**src/rtl/tt_um_uart_tx.sv**
```systemverilog
// UART transmitter (8 data bits, 1 stop bit) with a registered tx line and a valid/ready handshake.
// Define UART_TX_PARITY_EN to insert an even-parity bit between the data and stop bits.
module tt_um_uart_tx #(
  parameter int unsigned CLKS_PER_BIT = 16
) (
  input  logic       clk,
  input  logic       rst_n,
  input  logic       ena,
  input  logic [7:0] ui_in,
  input  logic [7:0] uio_in,
  output logic [7:0] uo_out,
  output logic [7:0] uio_out,
  output logic [7:0] uio_oe
);

  localparam int unsigned CNT_W = 16;
  localparam int unsigned IDX_W = 3;
  localparam int unsigned ST_W  = 3;

  localparam logic [ST_W-1:0] ST_IDLE   = 3'd0;
  localparam logic [ST_W-1:0] ST_START  = 3'd1;
  localparam logic [ST_W-1:0] ST_DATA   = 3'd2;
  localparam logic [ST_W-1:0] ST_STOP   = 3'd3;
`ifdef UART_TX_PARITY_EN
  localparam logic [ST_W-1:0] ST_PARITY = 3'd4;
`endif

  localparam logic [CNT_W-1:0] CNT_LAST = CNT_W'(CLKS_PER_BIT - 1);

  logic [ST_W-1:0]  state_q, state_d;
  logic [CNT_W-1:0] cnt_q, cnt_d;
  logic [IDX_W-1:0] idx_q, idx_d;
  logic [7:0]       shreg_q, shreg_d;
  logic             tx_q, tx_d;
  logic             ready_q, ready_d;
  logic             done_q, done_d;
  logic             tx_valid;
  logic             bit_end;
`ifdef UART_TX_PARITY_EN
  logic             parity_q, parity_d;
`endif

  logic unused_c;
  assign unused_c = ^{ena, uio_in[7:1]};

  assign tx_valid = uio_in[0];
  assign bit_end  = (cnt_q == CNT_LAST);

  // State and datapath registers
  always_ff @(posedge clk or negedge rst_n) begin
    if (!rst_n) begin
      state_q  <= ST_IDLE;
      cnt_q    <= '0;
      idx_q    <= '0;
      shreg_q  <= '0;
      tx_q     <= 1'b1;
      ready_q  <= 1'b1;
      done_q   <= 1'b0;
`ifdef UART_TX_PARITY_EN
      parity_q <= 1'b0;
`endif
    end else begin
      state_q  <= state_d;
      cnt_q    <= cnt_d;
      idx_q    <= idx_d;
      shreg_q  <= shreg_d;
      tx_q     <= tx_d;
      ready_q  <= ready_d;
      done_q   <= done_d;
`ifdef UART_TX_PARITY_EN
      parity_q <= parity_d;
`endif
    end
  end

  // Next-state logic; the tx line is precomputed from the next state so it is registered
  always_comb begin
    state_d  = state_q;
    cnt_d    = cnt_q;
    idx_d    = idx_q;
    shreg_d  = shreg_q;
`ifdef UART_TX_PARITY_EN
    parity_d = parity_q;
`endif
    if (state_q != ST_IDLE) begin
      cnt_d = bit_end ? '0 : cnt_q + CNT_W'(1);
    end

    case (state_q)
      ST_IDLE: begin
        if (tx_valid) begin
          state_d  = ST_START;
          shreg_d  = ui_in;
          cnt_d    = '0;
          idx_d    = '0;
`ifdef UART_TX_PARITY_EN
          parity_d = ^ui_in;
`endif
        end
      end
      ST_START: begin
        if (bit_end) begin
          state_d = ST_DATA;
          idx_d   = '0;
        end
      end
      ST_DATA: begin
        if (bit_end) begin
          idx_d = idx_q + IDX_W'(1);
          if (idx_q == IDX_W'(7)) begin
`ifdef UART_TX_PARITY_EN
            state_d = ST_PARITY;
`else
            state_d = ST_STOP;
`endif
          end else begin
            shreg_d = shreg_q >> 1;
          end
        end
      end
`ifdef UART_TX_PARITY_EN
      ST_PARITY: begin
        if (bit_end) begin
          state_d = ST_STOP;
        end
      end
`endif
      ST_STOP: begin
        if (bit_end) begin
          state_d = ST_IDLE;
        end
      end
      default: begin
        state_d = ST_IDLE;
        cnt_d   = '0;
      end
    endcase

    case (state_d)
      ST_START: tx_d = 1'b0;
      ST_DATA:  tx_d = shreg_d[0];
`ifdef UART_TX_PARITY_EN
      ST_PARITY: tx_d = parity_d;
`endif
      default:  tx_d = 1'b1;
    endcase

    ready_d = (state_d == ST_IDLE);
    done_d  = (state_q == ST_STOP) && (state_d == ST_IDLE);
  end

  assign uo_out  = {4'b0000, done_q, ready_q, ~ready_q, tx_q};
  assign uio_out = 8'h00;
  assign uio_oe  = 8'h00;

endmodule

```
**config.mk**
```make
export PLATFORM = sky130hd
export DESIGN_NAME = tt_um_uart_tx
export DESIGN_NICKNAME = d
export VERILOG_FILES = /design/src/rtl/tt_um_uart_tx.sv
export SDC_FILE = /design/constraint.sdc
export NUM_CORES = 1
export LEC_CHECK = 0
export BUFFER_PORTS_ARGS = -buffer_cell sky130_fd_sc_hd__buf_4
export CORE_AREA = 8 8 70 72
export CTS_CLUSTER_DIAMETER = 120
export CTS_CLUSTER_SIZE = 8
export DETAILED_ROUTE_END_ITERATION = 10
export DIE_AREA = 0 0 78 80
export PLACE_DENSITY = 0.75
export SETUP_SLACK_MARGIN = 0.02
export SYNTH_ARGS = -nofsm -noshare
export SYNTH_HDL_FRONTEND = slang
export SYNTH_SLANG_ARGS = --single-unit
```
**constraint.sdc**
```tcl
create_clock -name clk -period 4.8 [get_ports clk]
set_input_delay 0.48 -clock clk [delete_from_list [all_inputs] [get_ports clk]]
set_output_delay 0.48 -clock clk [all_outputs]
set_load 0.01 [all_outputs]
```
# Yosys cells after proc, flatten, opt, wreduce, memory -nomap -nowiden
# Cells that the tools add are included.
[word_totals] regBits=33 in_bits=19 out_inout_bits=24 wordCells=50
[classes] addsub=2 n_eq_ne=11 muxes=19 n_bitwise=1 reduce_logical=9
[ops] op="2-to-1 mux 16 bit" n=3
[ops] op="one-hot mux 16 bit (2 select lines)" n=1
[ops] op="2-to-1 mux 3 bit" n=8
[ops] op="2-to-1 mux 8 bit" n=3
[ops] op="adder 16 x 1 -> 16 bit, second input constant" n=1
[ops] op="equality test 16 x 4 -> 1 bit, second input constant" n=1
[ops] op="one-hot mux 8 bit (2 select lines)" n=1
[ops] op="one-hot mux 3 bit (4 select lines)" n=1
[ops] op="equality test 3 x 2 -> 1 bit, second input constant" n=3
[ops] op="one-hot mux 3 bit (3 select lines)" n=1
[ops] op="!= test 2 bit, second input constant" n=4
[ops] op="AND reduction 4 bit" n=2
[ops] op="equality test 3 x 1 -> 1 bit, second input constant" n=2
[ops] op="zero test 3 bit" n=2
[ops] op="nonzero test 3 bit" n=2
[ops] op="adder 3 x 1 -> 3 bit, second input constant" n=1
[ops] op="equality test 3 bit, second input constant" n=1
[ops] op="OR reduction 3 bit" n=1
[ops] op="one-hot mux 1 bit (2 select lines)" n=1
[ops] op="nonzero test 2 bit" n=1
[ops] op="logical AND 1 bit" n=1
[ops] op="inverter 1 bit" n=1

# Depth between registers and ports, before layout
# Gate-level depths: netlist of the first run.
[depth] ltp_word=6 mapped_depth=7 mapped_depth_nobuf=7

# Worst setup path after synthesis of the first run
# OpenSTA, ideal clock, no wires.
[synth_timing] path_type="flip-flop to flip-flop" startpoint="reg cnt_q[12]" endpoint="reg shreg_q[7]" setup_ns=0.121 arrival_ns=2.025 setup_slack_ns=2.654 path_stages_with_launch=5 n_path_buf=0 path_cell_list="dfrtp_1 -> or4_1 -> or4_4 -> a21o_4 -> a22o_1"
[synth_between] elab_chain_cells=3
[synth_rtl] element="start, declared" line="31" rtl="logic [CNT_W-1:0] cnt_q, cnt_d;"
[synth_rtl] element="start signal, assigned" line="64" rtl="cnt_q <= cnt_d;"
[synth_rtl] element="equality test 16 x 4 -> 1 bit" line="47" rtl="assign bit_end = (cnt_q == CNT_LAST);"
[synth_rtl] element="!= test 2 bit (no line)"
[synth_rtl] element="AND reduction 4 bit (no line)"
[synth_rtl] element="end signal, assigned" line="66" rtl="shreg_q <= shreg_d;"
[synth_rtl] element="end, declared" line="33" rtl="logic [7:0] shreg_q, shreg_d;"
# Every way passes these cells.
# A chain may end at the register's enable or synchronous reset.

# Final worst setup path of the first run
[layout_timing] startpoint="reg cnt_q[4]" endpoint="reg cnt_q[9]"
[layout_between] elab_chain_cells=5 word_cells_on_any_way=6 classes_between="add/sub: 1; eq/ne: 1; mux: 4"
[layout_rtl] element="adder 16 x 1 -> 16 bit / equality test 16 x 4 -> 1 bit (equally long branches)" line="86, 47"
[layout_rtl] element="2-to-1 mux 16 bit *" line="86" rtl="cnt_d = bit_end ? '0 : cnt_q + CNT_W'(1);"
[layout_rtl] element="2-to-1 mux 16 bit *" line="85" rtl="if (state_q != ST_IDLE) begin"
[layout_rtl] element="2-to-1 mux 16 bit" line="91" rtl="if (tx_valid) begin"
[layout_rtl] element="one-hot mux 16 bit (2 select lines) *" line="89" rtl="case (state_q)"
[layout_rtl] element="net cnt_d[9]" line="31"
# Mark *: on every way through the listed nets, which the timed path passes. The rest lies on a longest branch.

==> reports/qor.yml, run 1 <==
pwr:
  p_leak_uw: 0.000921
  peakVddDrop_v: 0.000155
  p_per_area_nw_per_um2: 297
floorplan:
  die_h_um: 80
  core-area_um2: 3860
  start_util_pct: 48.1
  std_cell_rows: 23
  ios: 43
  chipWidth_um: 78
  die_area_um2: 6240
worst_setup_path:
  critPathRequiredTime_ns: 4.95
  crit_top_cell: "or4_4"
  r2r_setup_slack_ns: 2.44
  cp_slowest_cell: "or4_4"
  cp_top_family: "simple AND/OR/NAND/NOR gates"
  critPathMaxStageDelay_ns: 0.61
  endpoint_kind: "flip-flop"
  path_cells: "or4_4 > or4_4 > o21ai_2 > nor2_1"
  crit_type: "reg2reg"
  start_kind: "flip-flop"
  cp_num_buf_inv: 0
  crit_fanout: 14
  cp_data_arrival_time_ns: 2.51
logic_synthesis:
  syn_inst: 196
  ys_warn_count: 0
  synth_ff_type: "dfrtp_1"
  synth.distinct_cells: 42
  seq_area_frac_synth_pct: 44.7
  async_reset_ff_share_pct: 100
  ys_ff_latch: 33
  synth-edff-count: 0
  syn_area_um2: 1850
  syn_area_per_cell_um2: 9.46
timing:
  hold_violations: 0
  holdWs_ns: 0.123
  min_period_over_period_pct: 49.2
  finClkSkew_ns: 0.00324
  max_freq_ghz: 0.424
  finalSetupViolCount: 0
  post-route-min-period_ns: 2.36
  worst_pin_slew_ns: 0.568
  tns_ns: 0
  rsz0062_at_grt: "no"
  maxSlewViolCount: 0
  slew_headroom_pct: 62.1
final_layout:
  final_util_pct: 51.8
  mostFrequentLayoutCell: "dfrtp_1"
  antenna_cells: 0
  fin_cells: 259
  syn_to_final_growth_pct: 7.76
  layout_common_cells: "dfrtp_1, nor2_1, nand2_1"
  final_nets: 230
  n_fill_cell: 366
  layout-drive-gt1-share_pct: 15.3
  fin_area_um2: 2000
run:
  maxCapViolCount: 0
place:
  routabilityCongestion: 0.767
  hpwl_mm: 2.35
  portBuffers: 14
  dp.cells: 251
  placed_cell_area_um2: 1900
grt:
  grt_max_degree: 34
  grt_pass1_vias: 1221
  grt_overflow_total: 0
  grt.total_usage_pct: 11.0
  antenna_found_initial: 0
  grt_pass1_wl_mm: 5.51
clock_tree:
  post-cts-setup-buffer-count: 0
  clock_latency_ns: 0.29
  clk_pin_slew_ns: 0.07
  clockBufferDepth: 2
  cts_tree: "built"
  clock-sinks: 33
  htree_levels: 2
  cts_made_buffers: 5
  root_buffer: "clkbuf_8"
  cts_resized: 0
  cts_hold_buf: 0
min_path:
  hold_path_class: "in2async"
drt:
  drt-pass1-iter-count: 4
  drtIter0Drc: 107
  drc_errors: 0
  vias_per_cell: 5.03
  vias: 1304
  wl_per_cell_um: 12.7
  routed_wl_mm: 3.28
  final_antenna_net_count: 0
run_status:
  status: "finished clean"
worst paths after layout:
path | startpoint | end | depth (start not counted)
worst min-delay path | rst_n | state_q[0]$_DFF_PN0_ | 1
worst max register to register | cnt_q[4]$_DFF_PN0_ | cnt_q[9]$_DFF_PN0_ | 4
worst max-delay path | cnt_q[4]$_DFF_PN0_ | cnt_q[9]$_DFF_PN0_ | 4
min in group clk | ui_in[7] | shreg_q[7]$_DFFE_PN0P_ | 2
worst min register to register | shreg_q[6]$_DFFE_PN0P_ | shreg_q[6]$_DFFE_PN0P_ | 2
max in group asynchronous | rst_n | tx_q$_DFF_PN1_ | 1
kinds of logic after synthesis:
| kind of cell | after synthesis | share of synthesized area, % |
|---|---|---|
| and+or+nand+nor | 82 | 23.3 |
| muxes | 1 | 0.607 |
| xor gates and xnor gates | 15 | 7.09 |
| DFF | 33 | 44.7 |
| AOI/OAI and AO/OA | 27 | 10.3 |
| other | 1 | 0.202 |
| buffers and inverters | 34 | 11.8 |
| adders and majority gates | 3 | 2.02 |
metrics by stage:
step,power [µW],worst slack (ns)
2_1_floorplan,360,2.65
3_3_place_gp,367,2.42
3_5_place_dp,369,2.42
4_1_cts,600,2.41
5_1_grt,624,2.30
6_report,593,2.44
sequential cells by signal (all words and copies together) (netlist names):
| signal | cells |
|---|---|
| idx_q | 3 |
| cnt_q | 16 |
| done_q | 1 |
| state_q | 3 |
| ready_q | 1 |
| tx_q | 1 |
| shreg_q | 8 |
synthesized netlist by cell type (4+ instances only):
master / instances / share of area (%)
xnor2_1: 8 / 3.8
a21oi_1: 6 / 1.6
nand3_1: 6 / 1.6
inv_1: 5 / 1.0
nor2_1: 22 / 4.5
nand4_1: 5 / 1.7
xor2_1: 7 / 3.3
a22oi_1: 6 / 2.4
dfrtp_1: 31 / 42
nand2_1: 22 / 4.5
buf_4: 24 / 9.7
nor3_1: 4 / 1.1
layout make-up:
class | instances | area, µm² | share of cell area (%)
clock buffers | 7 | 96.3 | 4.82
clock inverters | 1 | 5.00 | 0.250
multi-input cells | 149 | 882 | 44.1
inverters | 5 | 18.8 | 0.939
well taps | 50 | 62.6 | 3.13
flip-flops and latches | 33 | 828 | 41.5
repair buffers | 14 | 105 | 5.26
where the power goes:
group / switching, µW / internal [µW] / total (µW)
Combinational: 34.8 / 21.9 / 56.7
Clock: 100 / 129 / 230
Sequential: 12.0 / 295 / 307
per-layer routing:
metal  vias up  global-route usage, %  share of wire (%)
met4         0                   6.67                2.4
met3         6                   3.83                6.4
met1       618                   13.0                 45
met5         -                      0                  0
met2        29                   17.0                 47
li1        651                      -                  -
(Power assumes the default switching activity.)
==> run 2, diff against run 1 <==
--- a/config.mk
+++ b/config.mk
@@ -6,12 +6,12 @@
 export NUM_CORES = 1
 export LEC_CHECK = 0
 export BUFFER_PORTS_ARGS = -buffer_cell sky130_fd_sc_hd__buf_4
-export CORE_AREA = 8 8 70 72
+export CORE_AREA = 8 8 72 74
 export CTS_CLUSTER_DIAMETER = 120
 export CTS_CLUSTER_SIZE = 8
 export DETAILED_ROUTE_END_ITERATION = 10
-export DIE_AREA = 0 0 78 80
-export PLACE_DENSITY = 0.75
+export DIE_AREA = 0 0 80 82
+export PLACE_DENSITY = 0.74
 export SETUP_SLACK_MARGIN = 0.02
 export SYNTH_ARGS = -nofsm -noshare
 export SYNTH_HDL_FRONTEND = slang
==> constraint.sdc (replaced) <==
create_clock -name clk -period 2.1 [get_ports clk]
set_input_delay 0.21 -clock clk [delete_from_list [all_inputs] [get_ports clk]]
set_output_delay 0.21 -clock clk [all_outputs]
set_load 0.01 [all_outputs]
==> reports/qor.yml, run 2 (synthesized netlist as in run 1, its figures left out) <==
final_layout:
  largest_register_ffs: 16  # unchanged
  mostFrequentLayoutCell: "dfrtp_1"
  top_register: "cnt_q"
  final_util_pct: 52.8  # +1.0 points
  n_fill_cell: 379  # +3.6%
  final_nets: 249  # +8.3%
  layout_common_cells: "dfrtp_1, buf_4, nand2_1"
  syn_to_final_growth_pct: 18.1
  antenna_cells: 0  # unchanged
  fin_cells: 280  # +8.1%
  layout-drive-gt1-share_pct: 26.3  # +11 points
  reg.largest.list: "cnt_q x16, shreg_q x8"
floorplan:
  core-area_um2: 4140  # +7.5%
  std_cell_rows: 24  # +4.3%
  ios: 43  # unchanged
  chipWidth_um: 80  # +2.6%
  die_h_um: 82  # +2.5%
  die_area_um2: 6560  # +5.1%
  start_util_pct: 44.7  # -3.3 points
drt:
  wl_per_cell_um: 12.4  # -1.7%
  drc_errors: 0  # unchanged
  final_antenna_net_count: 0  # unchanged
  drtIter0Drc: 75  # -30%
  vias_per_cell: 4.89  # -2.8%
  drt-pass1-iter-count: 4  # unchanged
  routed_wl_mm: 3.48  # +6.2%
  vias: 1370  # +5.1%
timing:
  min_period_over_period_pct: 101  # +51 points
  setup_ws_ns: -0.0137  # -2.45 ns
  finalSetupViolCount: 1  # +1
  tns_ns: -0.0137  # -0.0137 ns
  rsz0062_at_grt: "yes"
  post-route-min-period_ns: 2.11  # -0.246 ns
  maxSlewViolCount: 0  # unchanged
  hold_violations: 0  # unchanged
  max_freq_ghz: 0.473  # +12%
  holdWs_ns: 0.144  # +0.0209 ns
  finClkSkew_ns: 0.00802  # +0.00478 ns
worst_setup_path:
  crit_type: "reg2reg"
  start_kind: "flip-flop"
  r2r_end: "shreg_q[7]$_DFFE_PN0P_"
  cp_top_family: "simple AND/OR/NAND/NOR gates"
  path_cells: "or4_4 > or4_4 > a21o_4 > a22o_1"
  r2r_setup_slack_ns: -0.01  # -2.45 ns
  cp_slowest_cell: "or4_4"
  endpoint_kind: "flip-flop"
  critPathRequiredTime_ns: 2.28  # -2.67 ns
  critPathLaunch: "cnt_q[12]$_DFF_PN0_"
  cp_num_buf_inv: 0  # unchanged
  crit_fanout: 7  # -7
  crit_top_cell: "or4_4"
  cp_data_arrival_time_ns: 2.29  # -0.22 ns
  critPathMaxStageDelay_ns: 0.61  # about the same
  r2r-start: "cnt_q[12]$_DFF_PN0_"
  reg2reg_depth: 4  # unchanged
min_path:
  min_to: "shreg_q[7]$_DFFE_PN0P_"
  hp-start: "ui_in[7]"
  holdPathStages: 2
  hold_path_class: "in2reg"
place:
  dp.cells: 269  # +7.2%
  portBuffers: 14  # unchanged
  routabilityCongestion: 0.782  # +1.9%
  hpwl_mm: 2.51  # +6.6%
clock_tree:
  cts_tree: "built"
  clk_pin_slew_ns: 0.07  # about the same
  clock_latency_ns: 0.28  # about the same
  clock-sinks: 33  # unchanged
  clockBufferDepth: 2  # unchanged
  cts_made_buffers: 5  # unchanged
  root_buffer: "clkbuf_8"
  htree_levels: 2  # unchanged
grt:
  grt_overflow_total: 0  # unchanged
  antenna_found_initial: 0  # unchanged
  grt.total_usage_pct: 10.6  # -0.43 points
  grt_max_degree: 34  # unchanged
  grt_pass1_wl_mm: 5.49  # -0.38%
  grt_pass1_vias: 1229  # +0.66%
pwr:
  p_per_area_nw_per_um2: 600  # +100%
  p_leak_uw: 0.00101  # +10%
  peakVddDrop_v: 0.000393  # +150%
  power.total_uw: 1310  # +120%
run:
  maxCapViolCount: 0  # unchanged
run_status:
  status: "finished with violations"
  violations: "setup timing"
run 2: layout make-up:
class                           count  area (µm²)  share of cell area [%]
Multi-Input combinational cell    149         930                    42.5
Sequential cell                    33         828                    37.8
Timing Repair Buffer               33         262                    11.9
Clock buffer                        5        68.8                    3.14
Tap cell                           52        65.1                    2.97
Inverter                            5        18.8                   0.857
Clock inverter                      3        17.5                   0.800
run 2: routing by layer:
layer	part of all wire (%)	global-route usage (%)	wire, µm	vias up
met5	0	0	0	-
met4	1.5	4.91	51	0
met3	7.8	4.05	272	5
met2	47	16.7	1640	35
met1	44	12.5	1520	636
li1	-	-	-	694
run 2: timing repair:
action / in CTS / in global routing
endpoints found under the setup margin: 7 / 18
pin swaps: 2 / 15
hold endpoints to repair: 31 / 0
hold buffers: 1 / 0
setup buffers: 0 / 2
resized for setup: 0 / 15
run 2: through the flow:
step / instance area [µm²] / setup WS (ns)
4_1_cts: 2120 / -0.00501
5_1_grt: 2190 / -0.0466
3_5_place_dp: 2020 / -0.00103
6_report: 2190 / -0.0137
2_1_floorplan: 1930 / 0.0175
3_3_place_gp: 2020 / 0.00763
run 2: worst max path at each step:
stage	end	slack [ns]	depth (start not counted)
floorplan	idx_q[2]$_DFFE_PN0P_	0.02	5
global placement	shreg_q[7]$_DFFE_PN0P_	0.008	4
detailed placement	shreg_q[7]$_DFFE_PN0P_	-0.001	4
CTS	shreg_q[7]$_DFFE_PN0P_	-0.005	4
global route	idx_q[2]$_DFFE_PN0P_	-0.05	5
finish	shreg_q[7]$_DFFE_PN0P_	-0.01	4
run 2: report_power, final:
part           total, µW  switching, µW  internal [µW]
combinational        151           87.9           63.1
clock                458            230            228
sequential           704           29.4            674
